`src/rtl/acc_result_streamer_if.sv`:
```
// AXI4-Stream bundle carrying averaged result words from the streamer to the DMA.
`timescale 1ns/1ps

interface acc_result_streamer_if #(
    parameter int DATA_WIDTH = 64
);
    logic                      TVALID;
    logic                      TREADY;
    logic [DATA_WIDTH-1:0]     TDATA;
    logic [DATA_WIDTH/8-1:0]   TSTRB;
    logic                      TLAST;

    modport master (
        output TVALID,
        output TDATA,
        output TSTRB,
        output TLAST,
        input  TREADY
    );

    modport slave (
        input  TVALID,
        input  TDATA,
        input  TSTRB,
        input  TLAST,
        output TREADY
    );
endinterface

```
`src/rtl/acc_result_streamer.sv`:
```
// Result streamer: snoops the accumulator's result-BRAM write port, and once the
// last word of a frame lands it reads the frame back through port B and sends it
// out as one AXI4-Stream packet through a small skid FIFO. Frames that complete
// while a packet is still in progress are dropped and counted.
`timescale 1ns/1ps

module acc_result_streamer #(
    parameter int BRAM_DEPTH = 10,
    parameter int NUM_WORDS  = 1024,
    parameter int DATA_WIDTH = 64,
    parameter int FIFO_DEPTH = 4
) (
    input  logic                   M_AXIS_ACLK,
    input  logic                   M_AXIS_ARESETN,
    input  logic                   ENABLE,
    input  logic                   RESULT_BRAM_WENABLE,
    input  logic [BRAM_DEPTH-1:0]  RESULT_BRAM_ADDR_WRITE,
    output logic [BRAM_DEPTH-1:0]  RESULT_BRAM_ADDR_READ,
    output logic                   RESULT_BRAM_RENABLE,
    input  logic [DATA_WIDTH-1:0]  RESULT_BRAM_DATAIN,
    acc_result_streamer_if.master  m_axis,
    output logic                   BUSY,
    output logic [31:0]            FRAME_COUNT,
    output logic [15:0]            DROP_COUNT
);

    localparam int PTR_W = $clog2(FIFO_DEPTH);
    localparam int CNT_W = $clog2(FIFO_DEPTH + 1);
    localparam logic [BRAM_DEPTH-1:0] LAST_ADDR = BRAM_DEPTH'(NUM_WORDS - 1);

    typedef enum logic [1:0] {
        IDLE  = 2'd0,
        READ  = 2'd1,
        DRAIN = 2'd2
    } state_t;

    state_t                 state_q;
    logic [BRAM_DEPTH-1:0]  nextAddr_q;
    logic [BRAM_DEPTH-1:0]  addrRead_q;
    logic                   renable_q;
    logic                   rdValid_q;
    logic                   rdLast_q;
    logic [31:0]            frameCount_q;
    logic [15:0]            dropCount_q;

    logic [DATA_WIDTH-1:0]  dataMem_q [FIFO_DEPTH];
    logic                   lastMem_q [FIFO_DEPTH];
    logic [PTR_W-1:0]       wrPtr_q;
    logic [PTR_W-1:0]       rdPtr_q;
    logic [CNT_W-1:0]       fifoCount_q;
    logic [CNT_W-1:0]       fifoCount_d;

    logic frameDone;
    logic fifoValid;
    logic push;
    logic pop;
    logic lastHandshake;
    logic issue;

    // Frame detection, FIFO handshake and the read-credit rule: a read may only be
    // issued if every word already in flight plus the FIFO contents still leave room.
    always_comb begin
        frameDone     = RESULT_BRAM_WENABLE && (RESULT_BRAM_ADDR_WRITE == LAST_ADDR);
        fifoValid     = (fifoCount_q != '0);
        push          = rdValid_q;
        pop           = fifoValid && m_axis.TREADY;
        lastHandshake = pop && lastMem_q[rdPtr_q];
        issue         = (state_q == READ) &&
                        ((int'(fifoCount_q) + int'(renable_q) + int'(rdValid_q)) < FIFO_DEPTH);
        fifoCount_d   = fifoCount_q;
        if (push && !pop) begin
            fifoCount_d = fifoCount_q + CNT_W'(1);
        end else if (!push && pop) begin
            fifoCount_d = fifoCount_q - CNT_W'(1);
        end
    end

    // Frame FSM with the registered BRAM read port, read pipeline tracking and counters.
    always_ff @(posedge M_AXIS_ACLK or negedge M_AXIS_ARESETN) begin
        if (!M_AXIS_ARESETN) begin
            state_q      <= IDLE;
            nextAddr_q   <= '0;
            addrRead_q   <= '0;
            renable_q    <= 1'b0;
            rdValid_q    <= 1'b0;
            rdLast_q     <= 1'b0;
            frameCount_q <= '0;
            dropCount_q  <= '0;
        end else begin
            renable_q <= issue;
            if (issue) begin
                addrRead_q <= nextAddr_q;
                nextAddr_q <= nextAddr_q + BRAM_DEPTH'(1);
            end
            rdValid_q <= renable_q;
            rdLast_q  <= renable_q && (addrRead_q == LAST_ADDR);

            if (lastHandshake) begin
                frameCount_q <= frameCount_q + 32'd1;
            end
            if (frameDone && (state_q != IDLE) && (dropCount_q != 16'hFFFF)) begin
                dropCount_q <= dropCount_q + 16'd1;
            end

            case (state_q)
                IDLE: begin
                    if (frameDone && ENABLE) begin
                        state_q    <= READ;
                        nextAddr_q <= '0;
                    end
                end
                READ: begin
                    if (issue && (nextAddr_q == LAST_ADDR)) begin
                        state_q <= DRAIN;
                    end
                end
                DRAIN: begin
                    if (lastHandshake) begin
                        state_q <= IDLE;
                    end
                end
                default: state_q <= IDLE;
            endcase
        end
    end

    // Skid FIFO: read data lands the cycle after RENABLE and leaves on each handshake.
    always_ff @(posedge M_AXIS_ACLK or negedge M_AXIS_ARESETN) begin
        if (!M_AXIS_ARESETN) begin
            for (int i = 0; i < FIFO_DEPTH; i++) begin
                dataMem_q[i] <= '0;
                lastMem_q[i] <= 1'b0;
            end
            wrPtr_q     <= '0;
            rdPtr_q     <= '0;
            fifoCount_q <= '0;
        end else begin
            if (push) begin
                dataMem_q[wrPtr_q] <= RESULT_BRAM_DATAIN;
                lastMem_q[wrPtr_q] <= rdLast_q;
                wrPtr_q            <= wrPtr_q + PTR_W'(1);
            end
            if (pop) begin
                rdPtr_q <= rdPtr_q + PTR_W'(1);
            end
            fifoCount_q <= fifoCount_d;
        end
    end

    assign RESULT_BRAM_ADDR_READ = addrRead_q;
    assign RESULT_BRAM_RENABLE   = renable_q;
    assign m_axis.TVALID         = fifoValid;
    assign m_axis.TDATA          = dataMem_q[rdPtr_q];
    assign m_axis.TLAST          = fifoValid && lastMem_q[rdPtr_q];
    assign m_axis.TSTRB          = '1;
    assign BUSY                  = (state_q != IDLE);
    assign FRAME_COUNT           = frameCount_q;
    assign DROP_COUNT            = dropCount_q;

`ifndef SYNTHESIS
    fifoNoOverflow: assert property (@(posedge M_AXIS_ACLK) disable iff (!M_AXIS_ARESETN)
        !(push && !pop && (fifoCount_q == CNT_W'(FIFO_DEPTH))));
`endif

endmodule

```
`src/flat_wrapper.sv`:
```
// flat-port wrapper written by rule: the top's interface ports become plain ports
module acc_result_streamer_flat 
#(
    parameter int BRAM_DEPTH = 10,
    parameter int NUM_WORDS  = 1024,
    parameter int DATA_WIDTH = 64,
    parameter int FIFO_DEPTH = 4
)
  (M_AXIS_ACLK, M_AXIS_ARESETN, ENABLE, RESULT_BRAM_WENABLE, RESULT_BRAM_ADDR_WRITE, RESULT_BRAM_ADDR_READ, RESULT_BRAM_RENABLE, RESULT_BRAM_DATAIN, BUSY, FRAME_COUNT, DROP_COUNT, m_axis_TVALID, m_axis_TDATA, m_axis_TSTRB, m_axis_TLAST, m_axis_TREADY);
  acc_result_streamer_if #(.DATA_WIDTH(DATA_WIDTH)) m_axis_i ();
  input  logic M_AXIS_ACLK;
  input  logic M_AXIS_ARESETN;
  input  logic ENABLE;
  input  logic RESULT_BRAM_WENABLE;
  input  logic [BRAM_DEPTH-1:0] RESULT_BRAM_ADDR_WRITE;
  output logic [BRAM_DEPTH-1:0] RESULT_BRAM_ADDR_READ;
  output logic RESULT_BRAM_RENABLE;
  input  logic [DATA_WIDTH-1:0] RESULT_BRAM_DATAIN;
  output logic BUSY;
  output logic [31:0] FRAME_COUNT;
  output logic [15:0] DROP_COUNT;
  output wire logic [$bits(m_axis_i.TVALID)-1:0] m_axis_TVALID;
  output wire logic [$bits(m_axis_i.TDATA)-1:0] m_axis_TDATA;
  output wire logic [$bits(m_axis_i.TSTRB)-1:0] m_axis_TSTRB;
  output wire logic [$bits(m_axis_i.TLAST)-1:0] m_axis_TLAST;
  input wire logic [$bits(m_axis_i.TREADY)-1:0] m_axis_TREADY;
  assign m_axis_TVALID = m_axis_i.TVALID;
  assign m_axis_TDATA = m_axis_i.TDATA;
  assign m_axis_TSTRB = m_axis_i.TSTRB;
  assign m_axis_TLAST = m_axis_i.TLAST;
  assign m_axis_i.TREADY = m_axis_TREADY;
  acc_result_streamer #(.BRAM_DEPTH(BRAM_DEPTH), .NUM_WORDS(NUM_WORDS), .DATA_WIDTH(DATA_WIDTH), .FIFO_DEPTH(FIFO_DEPTH)) u_core (.M_AXIS_ACLK(M_AXIS_ACLK), .M_AXIS_ARESETN(M_AXIS_ARESETN), .ENABLE(ENABLE), .RESULT_BRAM_WENABLE(RESULT_BRAM_WENABLE), .RESULT_BRAM_ADDR_WRITE(RESULT_BRAM_ADDR_WRITE), .RESULT_BRAM_ADDR_READ(RESULT_BRAM_ADDR_READ), .RESULT_BRAM_RENABLE(RESULT_BRAM_RENABLE), .RESULT_BRAM_DATAIN(RESULT_BRAM_DATAIN), .m_axis(m_axis_i), .BUSY(BUSY), .FRAME_COUNT(FRAME_COUNT), .DROP_COUNT(DROP_COUNT));
endmodule
```
`config.mk`:
```
export PLATFORM = sky130hd
export DESIGN_NAME = acc_result_streamer_flat
export DESIGN_NICKNAME = d
export VERILOG_FILES = /design/src/rtl/acc_result_streamer_if.sv /design/src/rtl/acc_result_streamer.sv /design/src/flat_wrapper.sv
export SDC_FILE = /design/constraint.sdc
export NUM_CORES = 1
export LEC_CHECK = 0
export BUFFER_PORTS_ARGS = -buffer_cell sky130_fd_sc_hd__buf_4
export CORE_MARGIN = 3
export CORE_UTILIZATION = 36
export DETAILED_ROUTE_END_ITERATION = 10
export GPL_TIMING_DRIVEN = 0
export SLEW_MARGIN = 10
export SYNTH_ARGS = -nofsm -noshare
export SYNTH_HDL_FRONTEND = slang
export SYNTH_SLANG_ARGS = --single-unit
```
`constraint.sdc`:
```
create_clock -name M_AXIS_ACLK -period 4.87 [get_ports M_AXIS_ACLK]
set_clock_uncertainty 0.2 [all_clocks]
set_input_delay 0.487 -clock M_AXIS_ACLK [delete_from_list [all_inputs] [get_ports M_AXIS_ACLK]]
set_output_delay 0.487 -clock M_AXIS_ACLK [all_outputs]
set_load 0.01 [all_outputs]
```
======== After elaboration in Yosys (flattened, before gate mapping) ========
Cells that the tools add are included.
storage, ports and cells
  register bits ........................... 340
  output and inout port bits .............. 134
  logic and storage cells ................. 84
  input bits .............................. 79
cells by class
  order comparisons ....................... 4
  bitwise logic cells ..................... 2
  reduce and logical (&&, ||, !) cells .... 20
  muxes and demuxes ....................... 21
  equality and inequality tests ........... 9
  $add $sub $neg .......................... 9
operator list
  kind                     count
  $bwmux W256              1
  $mux W64                 3
  $bmux W64 S2             1
  $demux W64 S2            1
  $add A32 B1 Y32 const B  1
  $add A32 B2 Y32          1
  $lt A32 B4 Y1 const B    1
  $eq A10 B10 Y1 const B   3
  $mux W10                 3
  $add A16 B1 Y16 const B  1
  $ne A16 B16 Y1 const B   1
  $logic_and A1 B1 Y1      13
  $add A10 B1 Y10 const B  1
  $ge A3 B3 Y1 const B     2
  $mux W2                  3
  $mux W3                  2
  $not A2 Y3               2
  $pmux W2 S3              1
  $add A2 B1 Y2 const B    2
  $add A3 B1 Y4            1
  $bwmux W4                1
  $ne A2 B1 Y1 const B     2
  $reduce_bool A2 Y1       2
  $add A3 B1 Y3 const B    1
  12 further kinds         15

======== Longest topological paths before layout ========
Gate-level depths: netlist of run 1.
  word-level depth ........................ 7
  mapped depth ............................ 9
  depth with buffers taken out ............ 8

======== Worst setup path after synthesis of run 1 ========
Ideal clock, no wire load.
  kind .................................... register to register
  start ................................... register u_core.renable_q, in the netlist u_core.RESULT_BRAM_RENABLE
  end ..................................... register u_core.addrRead_q[7], in the netlist u_core.RESULT_BRAM_ADDR_READ[7]
  buffers on the path ..................... 1
  setup slack ............................. 2.528 ns
  period minus slack after synthesis ...... 2.342 ns
  required time ........................... 4.545 ns
  stages on the path, launching flop included .. 8
  library setup time ...................... 0.125 ns
  arrival ................................. 2.017 ns
  path through ............................ dfrtp_1 > ha_1 > ha_1 > nand3_1 > nand3_1 > nor2_2 > buf_4 > mux2_2
between the ends
  word-level cells in the longest chain between the ends .. 4
RTL lines
  element                 RTL line                   text
  start, declared         acc_result_streamer.sv:40  logic renable_q;
  start signal, assigned  acc_result_streamer.sv:90  renable_q <= issue;
  $add A3 B1 Y4           acc_result_streamer.sv:69  ((int'(fifoCount_q) + int'(renable_q) + int'(rdValid_q)) < FIFO_DEPTH);
  $add A32 B2 Y32         acc_result_streamer.sv:69
  $lt A32 B4 Y1           acc_result_streamer.sv:69
  $logic_and A1 B1 Y1     acc_result_streamer.sv:68  issue = (state_q == READ) &&
  net u_core.issue        acc_result_streamer.sv:58  logic issue;
  end signal, assigned    acc_result_streamer.sv:92  addrRead_q <= nextAddr_q;
  end, declared           acc_result_streamer.sv:39  logic [BRAM_DEPTH-1:0] addrRead_q;
The timed path passes the listed nets, and every way through them passes these cells.
A chain may end at the register's enable or synchronous reset.

======== Final worst setup path of run 1 ========
  start ................................... register u_core.rdPtr_q[1]
  end ..................................... output m_axis_TDATA[32]
between the ends
  word-level cells in the longest chain between the ends .. 4
RTL lines
  element                                       RTL line                    text
  start, declared                               acc_result_streamer.sv:49   logic [PTR_W-1:0] rdPtr_q;
  start signal, assigned                        acc_result_streamer.sv:144  rdPtr_q <= rdPtr_q + PTR_W'(1);
  $not A2 Y3 (not written as such)              acc_result_streamer.sv:153  assign m_axis.TDATA = dataMem_q[rdPtr_q];
  $bmux W64 S2                                  acc_result_streamer.sv:153
  $mux W64 (not written as such) (2 in series)  acc_result_streamer.sv:153
  end, declared                                 flat_wrapper.sv:23          output wire logic [$bits(m_axis_i.TDATA)-1:0] m_axis_TDATA;
No other way between the ends. The select of a mux whose other input is x is not followed.

==> flow_metrics.py, run 1 <==
metrics = {
    "floorplan": {
        "core_mm2": 0.0409,
        "ios": 213,
        "start_util_pct": 36.6,
        "core.rowCount": 74,
        "dieWidth_um": 210,
        "die-area_mm2": 0.0441,
        "die_h_um": 210,
    },
    "synthesis": {
        "ys_types": 44,
        "netlist_area_mm2": 0.0150,
        "synth.ff_latch_count": 340,
        "async_flop_share_pct": 100,
        "yosys_warnings": 0,
        "syn_area_per_cell_um2": 15.2,
        "netlist_instances": 983,
        "synth_edf_count": 0,
        "ys.flop_type": "dfrtp_1",
        "ys_seq_area_share_pct": 56.8,
    },
    "clocking": {
        "cts_tree": "yes",
        "clock_path_buffers": 3,
        "htreeDepth": 2,
        "post_cts_buffers": 0,
        "cts-buffers-inserted": 40,
        "ctsResizeCount": 0,
        "root_buffer": "clkbuf_16",
        "clk_pin_slew_ns": 0.06,
        "cts.sinks": 340,
        "clk_latency_ns": 0.55,
        "cts_hold_buf": 65,
    },
    "sta": {
        "hold_viol": 0,
        "period_share_pct": 70.3,
        "finalSetupViolations": 0,
        "relSlewSlack_pct": 35.9,
        "fin_crit_ns": 3.43,
        "setup_slack_ns": 1.44,
        "rsz0062_at_grt": "false",
        "max_slew.worst_pin.slew_ns": 0.962,
        "drv_slew": 0,
        "max_freq_mhz": 292,
    },
    "placed_design": {
        "gp_congestion": 0.756,
        "dp.cells": 1729,
        "place_ws_ns": 1.95,
        "port_buffers": 204,
        "place.detailed.hpwl_mm": 23.5,
    },
    "power_and_ir_drop": {
        "power.total_mw": 6.29,
        "power_density_mw_per_mm2": 328,
        "p_leak_nw": 8.41,
        "vdd_ir_drop_max_mv": 0.210,
    },
    "layout": {
        "final_cell_mix": "dfrtp_1 (340), mux2_2 (274), buf_4 (213)",
        "fillers": 3653,
        "drive_above_1_share_pct": 49.1,
        "nNetsFinal": 1394,
        "final_cells": 1862,
        "final_common_cell": "dfrtp_1",
        "synthToLayoutAreaGrowth_pct": 28.3,
        "diodes": 0,
    },
    "global_routing": {
        "antenna_found_initial": 0,
        "grt_pass1_vias": 10100,
        "grt_pass1_wl_mm": 56.2,
        "grt_usage_pct": 16.0,
        "grt_max_degree": 111,
        "grt_remaining_overflow": 0,
    },
    "critical_path": {
        "critPathSlowestCell": "clkbuf_1",
        "cpMostUsedCell": "clkbuf_1",
        "cp.required_ns": 4.18,
        "r2r_end": "u_core.RESULT_BRAM_ADDR_READ[8]",
        "end_kind": "primary output",
        "start_kind": "flip-flop",
        "crit_type": "flip-flop to primary output",
        "cp-endpoint": "m_axis_TDATA[32]",
        "slowest_delay_ns": 0.63,
        "critical_path.startpoint": "u_core.rdPtr_q[1]",
        "path_buf_inv": 3,
        "r2r_setup_slack_ns": 2.27,
        "crit_fanout": 10,
        "rr_worst_depth": 7,
        "worstSetupPathDepth": 4,
        "cp_top_family": "buffers and inverters",
        "cp.arrival_ns": 2.74,
        "timing.rr.start": "u_core.RESULT_BRAM_RENABLE",
        "crit_chain": "clkbuf_1 > clkbuf_1 > mux4_2 > buf_4",
    },
    "outcome": {
        "outcome": "complete, no violations",
    },
    "routing": {
        "dr.pass1.iters": 5,
        "routedWlPerCell_um": 18.7,
        "vias": 9270,
        "drt_iter0_markers": 333,
        "drc": 0,
        "ant_nets": 0,
        "wirelength_mm": 34.9,
        "viasPerCell": 4.98,
    },
    "hold_path": {
        "hold_path.class": "primary input to flip-flop",
        "hp-start": "m_axis_TREADY",
    },
    "flow_run": {
        "maxCapViolations": 0,
    },
}
-- worst reg2reg max path: stages (launching register included) --
cell and delay [ns]:
dfrtp_1 0.43, ha_1 0.24, ha_1 0.27, nand3_1 0.08
nand3_1 0.18, nor2_2 0.47, buf_4 0.27, mux2_2 0.34
-- final cells by class --
class	instances	area (µm²)	share of cell area [%]
Timing Repair Buffer	272	2270	11.8
Sequential cell	340	8510	44.3
Tap cell	532	666	3.47
Clock buffer	55	1110	5.77
Multi-Input combinational cell	580	6140	32.0
Buffer	59	302	1.57
Clock inverter	13	158	0.821
Inverter	11	41.3	0.215
-- cells by family (layout without fill, tap and decap cells) --
logic type | Yosys count | after routing | share of synthesized area (%)
DFF | 340 | 340 | 56.8
other | 1 | 8 | 0.0251
AOI/OAI and AO/OA | 11 | 11 | 0.527
adders and majority gates | 11 | 11 | 0.970
buffers and inverters | 70 | 410 | 2.29
muxes | 344 | 344 | 30.7
xor gates and xnor gates | 52 | 52 | 3.04
and+or+nand+nor | 154 | 154 | 5.58
-- metrics by stage --
| stage | utilization, % | hold slack [ns] | TNS [ns] | instance area [µm²] |
|---|---|---|---|---|
| after floorplan | - | -0.00859 | 0 | 15000 |
| after global placement | 42.0 | 0.253 | -46.85 | 17200 |
| after detailed placement | 42.2 | 0.200 | 0 | 17300 |
| after CTS | 46.9 | 0.0534 | 0 | 19200 |
| after global routing | 46.9 | 0.0679 | 0 | 19200 |
| final | 46.9 | 0.0949 | 0 | 19200 |
-- metal layers --
layer | GRT usage [%] | share of wire (%)
met1 | 22.1 | 45
met2 | 25.7 | 48
met3 | 3.36 | 5.0
met4 | 4.83 | 2.1
met5 | 0 | 0
-- power breakdown --
part	switching, mW	internal [mW]
Combinational	0.167	0.231
Sequential	0.0491	2.93
Clock	1.16	1.75
Total	1.37	4.92
-- worst min path at each step --
stage	slack, ns	end	cells after the start
6_report	0.09	u_core.rdPtr_q[1]	3
5_1_grt	0.07	u_core.rdPtr_q[1]	3
4_1_cts	0.05	u_core.rdPtr_q[1]	3
3_5_place_dp	0.20	u_core.dataMem_q[119]	1
3_3_place_gp	0.25	u_core.push	0
2_1_floorplan	-0.009	u_core.DROP_COUNT[0]	0
-- state kept, by name, summed over array words and instances, names as in the netlist, 2 cells and up --
name	count
u_core.state_q	2
u_core.RESULT_BRAM_ADDR_READ	10
u_core.lastMem_q	4
u_core.nextAddr_q	10
u_core.FRAME_COUNT	32
u_core.fifoCount_q	3
u_core.dataMem_q	256
u_core.wrPtr_q	2
u_core.DROP_COUNT	16
u_core.rdPtr_q	2
-- synthesized netlist by cell type, types with 2 or more instances --
cell / number / area (µm²)
and3_1: 7 / 43.8
or3_1: 3 / 18.8
buf_4: 10 / 75.1
mux4_2: 65 / 1460
nand2_1: 36 / 135
o21ai_0: 2 / 10.0
buf_2: 28 / 140
mux2i_1: 5 / 50.1
xor2_1: 17 / 149
nor3_1: 15 / 75.1
ha_1: 10 / 125
and3_4: 2 / 22.5
clkbuf_1: 16 / 60.1
nor2b_1: 2 / 12.5
nor2_1: 19 / 71.3
buf_1: 4 / 15.0
and4_1: 6 / 52.6
nand3_1: 28 / 140
a21oi_1: 4 / 20.0
inv_1: 11 / 41.3
mux2_2: 274 / 3090
dfrtp_1: 340 / 8510
nand4_1: 22 / 138
nor4_1: 2 / 12.5
xnor2_1: 35 / 307
nand2b_1: 2 / 12.5
Power figures use the tool's default switching activity.
==> run 2: changes to the inputs <==
Settings changed: ABC_AREA set to 1.
Clock period 4.87 ns to 3.4 ns, I/O delays scaled along.
==> run 2 against run 1 <==
  * Non-clock buffer count rose by 61
  * Combinational power grew to 9.2 times the previous value
  * Utilization down 0.10 points
  * Worst setup slack worse by 1.4 ns
  * Via count increased by 56%
  * Critical path type unchanged
  * Power grew 100%
  * Clock-buffer cell count is 2 lower
==> flow_metrics.py, run 2 <==
metrics = {
    "synthesis": {
        "synth.top_cell.area_share_pct": 54.0,
        "netlist_instances": 1965,
        "yosys.area_share.adder_pct": 0.921,
        "synthMuxAreaShare_pct": 0,
        "ys_seq_area_share_pct": 54.0,
        "ys_top_cells_by_count": "nand2_1 (578), o21ai_0 (400), dfrtp_1 (340), nor2_1 (222), inv_1 (127)",
        "yosys_warnings": 0,
        "async_flop_share_pct": 100,
        "ys_types": 30,
        "synth_compound_area_share_pct": 15.5,
        "synth_top_family_by_area": "simple AND/OR/NAND/NOR gates",
        "synth-simple-area-share_pct": 21.6,
        "synth-xor-area-share_pct": 1.61,
        "synth_area_leaders": "dfrtp_1 (54%), nand2_1 (14%), o21ai_0 (13%)",
        "synth_edf_count": 0,
        "synth_area_leader_cell": "dfrtp_1",
        "syn_area_per_cell_um2": 8.02,
        "post-synth-top-count-cell": "nand2_1",
        "netlist_area_mm2": 0.0158,
        "synth.ff_latch_count": 340,
        "ys.flop_type": "dfrtp_1",
    },
    "routing": {
        "drt_iter0_markers": 1058,
        "ant_nets": 0,
        "wirelength_mm": 48.6,
        "routedWlPerCell_um": 16.8,
        "wl_met2_mm": 22.3,
        "dr.pass1.iters": 7,
        "wl_met1_mm": 22.3,
        "dr_wl_met3_mm": 2.91,
        "viasPerCell": 4.99,
        "vias": 14500,
        "top_layer": "met4",
        "drc": 0,
    },
    "layout": {
        "final_cell_mix": "nand2_1 (578), o21ai_0 (400), dfrtp_1 (340)",
        "drive_above_1_share_pct": 13.5,
        "final_common_cell": "nand2_1",
        "largest_reg_flops": 256,
        "top_register": "u_core.dataMem_q",
        "multi_input_area_mm2": 0.00627,
        "fillers": 4329,
        "regArea_mm2": 0.00851,
        "synthToLayoutAreaGrowth_pct": 28.2,
        "nNetsFinal": 2380,
        "diodes": 0,
    },
    "sta": {
        "drv_slew": 0,
        "max_freq_mhz": 298,
        "period_share_pct": 98.8,
        "relSlewSlack_pct": 56.8,
        "hold_viol": 0,
        "setup_slack_ns": 0.0402,
        "holdWs_ns": 0.0442,
        "fin_crit_ns": 3.36,
        "rsz0062_at_grt": "false",
        "finalSetupViolations": 0,
        "max_slew.worst_pin.slew_ns": 0.646,
    },
    "global_routing": {
        "grt_usage_pct": 20.9,
        "grt_max_degree": 96,
        "grt_pass1_wl_mm": 78.4,
        "antenna_found_initial": 0,
        "grt_pass1_vias": 14300,
        "grt_remaining_overflow": 0,
    },
    "clocking": {
        "ctsResizeCount": 0,
        "clk_latency_ns": 0.55,
        "root_buffer": "clkbuf_16",
        "clock_path_buffers": 3,
        "post_cts_buffers": 0,
        "htreeDepth": 2,
        "cts.sinks": 340,
        "clk_pin_slew_ns": 0.06,
        "cts-buffers-inserted": 40,
        "cts_tree": "yes",
    },
    "critical_path": {
        "rr_worst_depth": 10,
        "crit_fanout": 10,
        "r2r_setup_slack_ns": 0.99,
        "cp.arrival_ns": 2.82,
        "crit_chain": "clkbuf_1 > clkbuf_1 > o21ai_0 > o22ai_1 > buf_4",
        "slowest_delay_ns": 0.52,
        "crit_type": "flip-flop to primary output",
        "cp_top_family": "buffers and inverters",
        "cpMostUsedCell": "clkbuf_1",
        "path_buf_inv": 3,
        "r2r_end": "u_core.fifoCount_q[2]",
        "timing.rr.start": "u_core.fifoCount_q[1]",
        "end_kind": "primary output",
        "cp.required_ns": 2.86,
        "start_kind": "flip-flop",
        "critPathSlowestCell": "clkbuf_1",
    },
    "outcome": {
        "outcome": "complete, no violations",
    },
    "floorplan": {
        "die_h_um": 215,
        "die-area_mm2": 0.0463,
        "core.rowCount": 76,
        "dieWidth_um": 215,
        "core_mm2": 0.0432,
        "ios": 213,
        "start_util_pct": 36.5,
    },
    "hold_path": {
        "hp-start": "ENABLE",
        "whs_path_depth": 4,
        "holdPathEnd": "u_core.nextAddr_q[9]",
        "hold_path.class": "primary input to flip-flop",
    },
    "power_and_ir_drop": {
        "power_density_mw_per_mm2": 628,
        "clkPwrFrac_pct": 35.4,
        "internal_power_mw": 8.38,
        "swShare_pct": 33.9,
        "p_leak_nw": 9.81,
        "pwr-share-comb_pct": 28.8,
        "switching_power_mw": 4.31,
        "vdd_ir_drop_max_mv": 0.457,
        "p_seq_share_pct": 35.8,
    },
    "placed_design": {
        "place.detailed.hpwl_mm": 33.2,
        "port_buffers": 204,
        "gp_congestion": 0.852,
        "place_ws_ns": 0.649,
    },
    "flow_run": {
        "maxCapViolations": 0,
    },
}
## run 2: changes by cell type in the layout (fill, tap and decap cells not counted), sizes merged, moves of 65 or more
cell and delta:
mux4 -65, o21ai +399, mux2 -274, nand2 +548
inv +116, nor2 +208
## run 2: cells by family after synthesis
kind of cell | Yosys count
xor+xnor | 29
flops | 340
simple gates | 868
fa+ha+maj | 11
compound gates | 471
other cells | 1
buf+inv | 245
## run 2: power by group through the flow
stage | registers [mW] | logic [mW] | clock network, mW
3_3_place_gp | 4.60 | 3.53 | 0
6_report | 4.55 | 3.65 | 4.49
2_1_floorplan | 4.57 | 1.84 | 0
3_5_place_dp | 4.61 | 3.58 | 0
5_1_grt | 4.59 | 4.00 | 4.79
4_1_cts | 4.54 | 3.66 | 4.61
## run 2: layer usage
metal	vias up	GRT usage [%]
met2	446	33.1
met1	6982	29.6
li1	6980	-
met3	75	3.76
met5	-	0
met4	0	5.88
## run 2: metrics by stage
stage	area, µm²	setup TNS (ns)	util, %	instances	power [mW]
floorplan	15800	0	-	1972	6.41
global placement	18000	-486.49	41.8	2761	8.13
detailed placement	18200	0	42.1	2765	8.19
CTS	20200	0	46.8	2902	12.8
global route	20200	0	46.8	2901	13.4
finish	20200	0	46.8	2901	12.7
## run 2: how the worst max path moves through the flow
stage,start,end,slack (ns),depth (start not counted)
3_3_place_gp,M_AXIS_ARESETN,u_core.FRAME_COUNT[20],-1.48,1
4_1_cts,u_core.rdPtr_q[1],m_axis_TDATA[35],0.01,6
2_1_floorplan,u_core.fifoCount_q[1],u_core.fifoCount_q[2],1.38,10
6_report,u_core.rdPtr_q[1],m_axis_TDATA[39],0.04,5
3_5_place_dp,u_core.rdPtr_q[1],m_axis_TDATA[35],0.65,6
5_1_grt,u_core.rdPtr_q[1],m_axis_TDATA[38],0.03,5
## run 2: cell type report
cell class / instances / share of cell area [%]
Inverter: 129 / 2.40
Clock inverter: 15 / 1.22
Sequential cell: 340 / 42.1
Clock buffer: 53 / 5.49
Buffer: 115 / 2.55
Multi-Input combinational cell: 1387 / 31.0
Timing Repair Buffer: 277 / 11.6
Tap cell: 585 / 3.62
## run 2: timing repair
| item | CTS | global route |
|---|---|---|
| hold buffers | 69 | 0 |
| hold endpoints to repair | 470 | 0 |
| setup endpoints to repair | 0 | 7 |
## run 2: tightest hold or removal path: stages
cell and delay, ns:
buf_4 0.12, nand4_1 0.08, nor2_1 0.09, a21oi_1 0.12
==> run 3: changes to the inputs <==
Settings changed: CORE_ASPECT_RATIO set to 1.5, CORE_UTILIZATION 36 to 40.
==> run 3 against run 2 <==
  * Combinational power about the same
  * Final cell count is 3.4% lower
  * First-iteration DRC count shrank 5.6%
  * Global-route usage increased by 2.7 points
  * Non-clock buffer count down 3
  * Register-to-register slack improved by 0.14 ns
==> flow_metrics.py, run 3 (same netlist as run 2, synthesis figures left out) <==
metrics = {
    "power_and_ir_drop": {
        "vdd_ir_drop_max_mv": 0.452,
        "power_density_mw_per_mm2": 607,
        "p_leak_nw": 9.68,
    },
    "routing": {
        "wirelength_mm": 49.9,
        "drc": 0,
        "viasPerCell": 5.17,
        "dr.pass1.iters": 5,
        "routedWlPerCell_um": 17.8,
        "drt_iter0_markers": 999,
        "ant_nets": 0,
        "vias": 14500,
    },
    "sta": {
        "period_share_pct": 97.0,
        "max_slew.worst_pin.slew_ns": 0.798,
        "holdWs_ns": 0.0328,
        "fin_crit_ns": 3.30,
        "finalSetupViolations": 0,
        "rsz0062_at_grt": "false",
        "drv_slew": 0,
        "max_freq_mhz": 303,
        "hold_viol": 0,
        "relSlewSlack_pct": 46.8,
        "setup-tns-final_ns": 0,
    },
    "layout": {
        "fin_util_pct": 51.3,
        "final_cell_mix": "nand2_1 (578), o21ai_0 (400), dfrtp_1 (340)",
        "diodes": 0,
        "fillers": 3704,
        "top_register": "u_core.dataMem_q",
        "synthToLayoutAreaGrowth_pct": 25.9,
        "final_cells": 2801,
        "multi_input_area_mm2": 0.00627,
        "largest_reg_flops": 256,
        "nNetsFinal": 2372,
        "final_common_cell": "nand2_1",
        "drive_above_1_share_pct": 13.2,
        "regArea_mm2": 0.00851,
    },
    "floorplan": {
        "ios": 213,
        "core_mm2": 0.0386,
        "die_h_um": 249,
        "core.rowCount": 88,
        "dieWidth_um": 168,
        "start_util_pct": 40.8,
        "die-area_mm2": 0.0419,
    },
    "clocking": {
        "clk_latency_ns": 0.52,
        "cts_hold_buf": 66,
        "ctsResizeCount": 0,
        "clock_path_buffers": 3,
        "cts_tree": "yes",
        "cts.sinks": 340,
        "cts-buffers-inserted": 35,
        "clk_pin_slew_ns": 0.06,
        "htreeDepth": 2,
        "post_cts_buffers": 0,
        "root_buffer": "clkbuf_16",
    },
    "global_routing": {
        "antenna_found_initial": 0,
        "grt_remaining_overflow": 0,
        "grt_usage_pct": 23.6,
        "grt_pass1_wl_mm": 79.8,
        "grt_pass1_vias": 14600,
        "grt_max_degree": 111,
    },
    "critical_path": {
        "r2r_setup_slack_ns": 1.13,
        "crit_fanout": 10,
        "rr_worst_depth": 8,
        "cp.required_ns": 2.86,
        "crit_type": "flip-flop to primary output",
        "r2r_end": "u_core.RESULT_BRAM_ADDR_READ[4]",
        "cp.arrival_ns": 2.76,
        "start_kind": "flip-flop",
        "end_kind": "primary output",
        "timing.rr.start": "u_core.RESULT_BRAM_RENABLE",
    },
    "hold_path": {
        "hp-start": "RESULT_BRAM_WENABLE",
        "whs_path_depth": 5,
        "hold_path.class": "primary input to flip-flop",
        "holdPathEnd": "u_core.DROP_COUNT[4]",
    },
    "outcome": {
        "outcome": "complete, no violations",
    },
    "placed_design": {
        "gp_congestion": 0.927,
        "dp.cells": 2674,
        "port_buffers": 204,
        "place.detailed.hpwl_mm": 34.7,
    },
    "flow_run": {
        "maxCapViolations": 0,
    },
}
[run 3: changes by cell type in the layout (fill, tap and decap cells not counted), moves of 2 or more]
cell	delta
inv_6	-2
bufinv_16	-6
clkinv_2	-2
dlygate4sd3_1	-3
clkbuf_8	+6
clkbuf_16	-3
[run 3: worst max-delay path by stage]
stage / from / cells past startpoint / end
global placement: M_AXIS_ARESETN / 1 / u_core.dataMem_q[238]
floorplan: u_core.fifoCount_q[1] / 10 / u_core.fifoCount_q[2]
global route: u_core.rdPtr_q[1] / 6 / m_axis_TDATA[35]
finish: u_core.rdPtr_q[1] / 6 / m_axis_TDATA[38]
detailed placement: u_core.rdPtr_q[1] / 6 / m_axis_TDATA[38]
CTS: u_core.rdPtr_q[1] / 6 / m_axis_TDATA[38]
[run 3: report_power, final]
part	total [mW]	switching [mW]	internal, mW
clock	3.86	1.61	2.25
combinational	3.64	2.35	1.30
sequential	4.55	0.212	4.33
[run 3: worst max-delay path, stage by stage (launching register included)]
cell and delay [ns]:
dfrtp_1 0.41, inv_1 0.08, clkbuf_1 0.61, clkbuf_1 0.46, o21ai_0 0.17, o22ai_1 0.31
buf_4 0.19
[run 3: per-stage QoR]
stage / area (µm²) / total power [mW] / worst slack, ns
finish: 19800 / 12.0 / 0.102
global route: 19800 / 12.7 / 0.0135
CTS: 19800 / 12.1 / 0.134
detailed placement: 18000 / 8.21 / 0.716
global placement: 17900 / 8.17 / -1.48
floorplan: 15800 / 6.41 / 1.38
[run 3: routing by layer]
metal  part of all wire, %  GRT usage, %  wire length, µm
met1                    39          28.1            19500
met4                   3.9          9.47             1970
met5                     0             0                0
met2                    52          42.4            25800
met3                   5.3          3.64             2640
[run 3: area by class of cell]
cell class,instances,area share (%)
Multi-Input combinational cell,1387,31.6
Tap cell,495,3.12
Clock inverter,5,0.151
Buffer,116,2.62
Inverter,129,2.44
Clock buffer,56,5.63
Sequential cell,340,42.9
Timing Repair Buffer,273,11.5
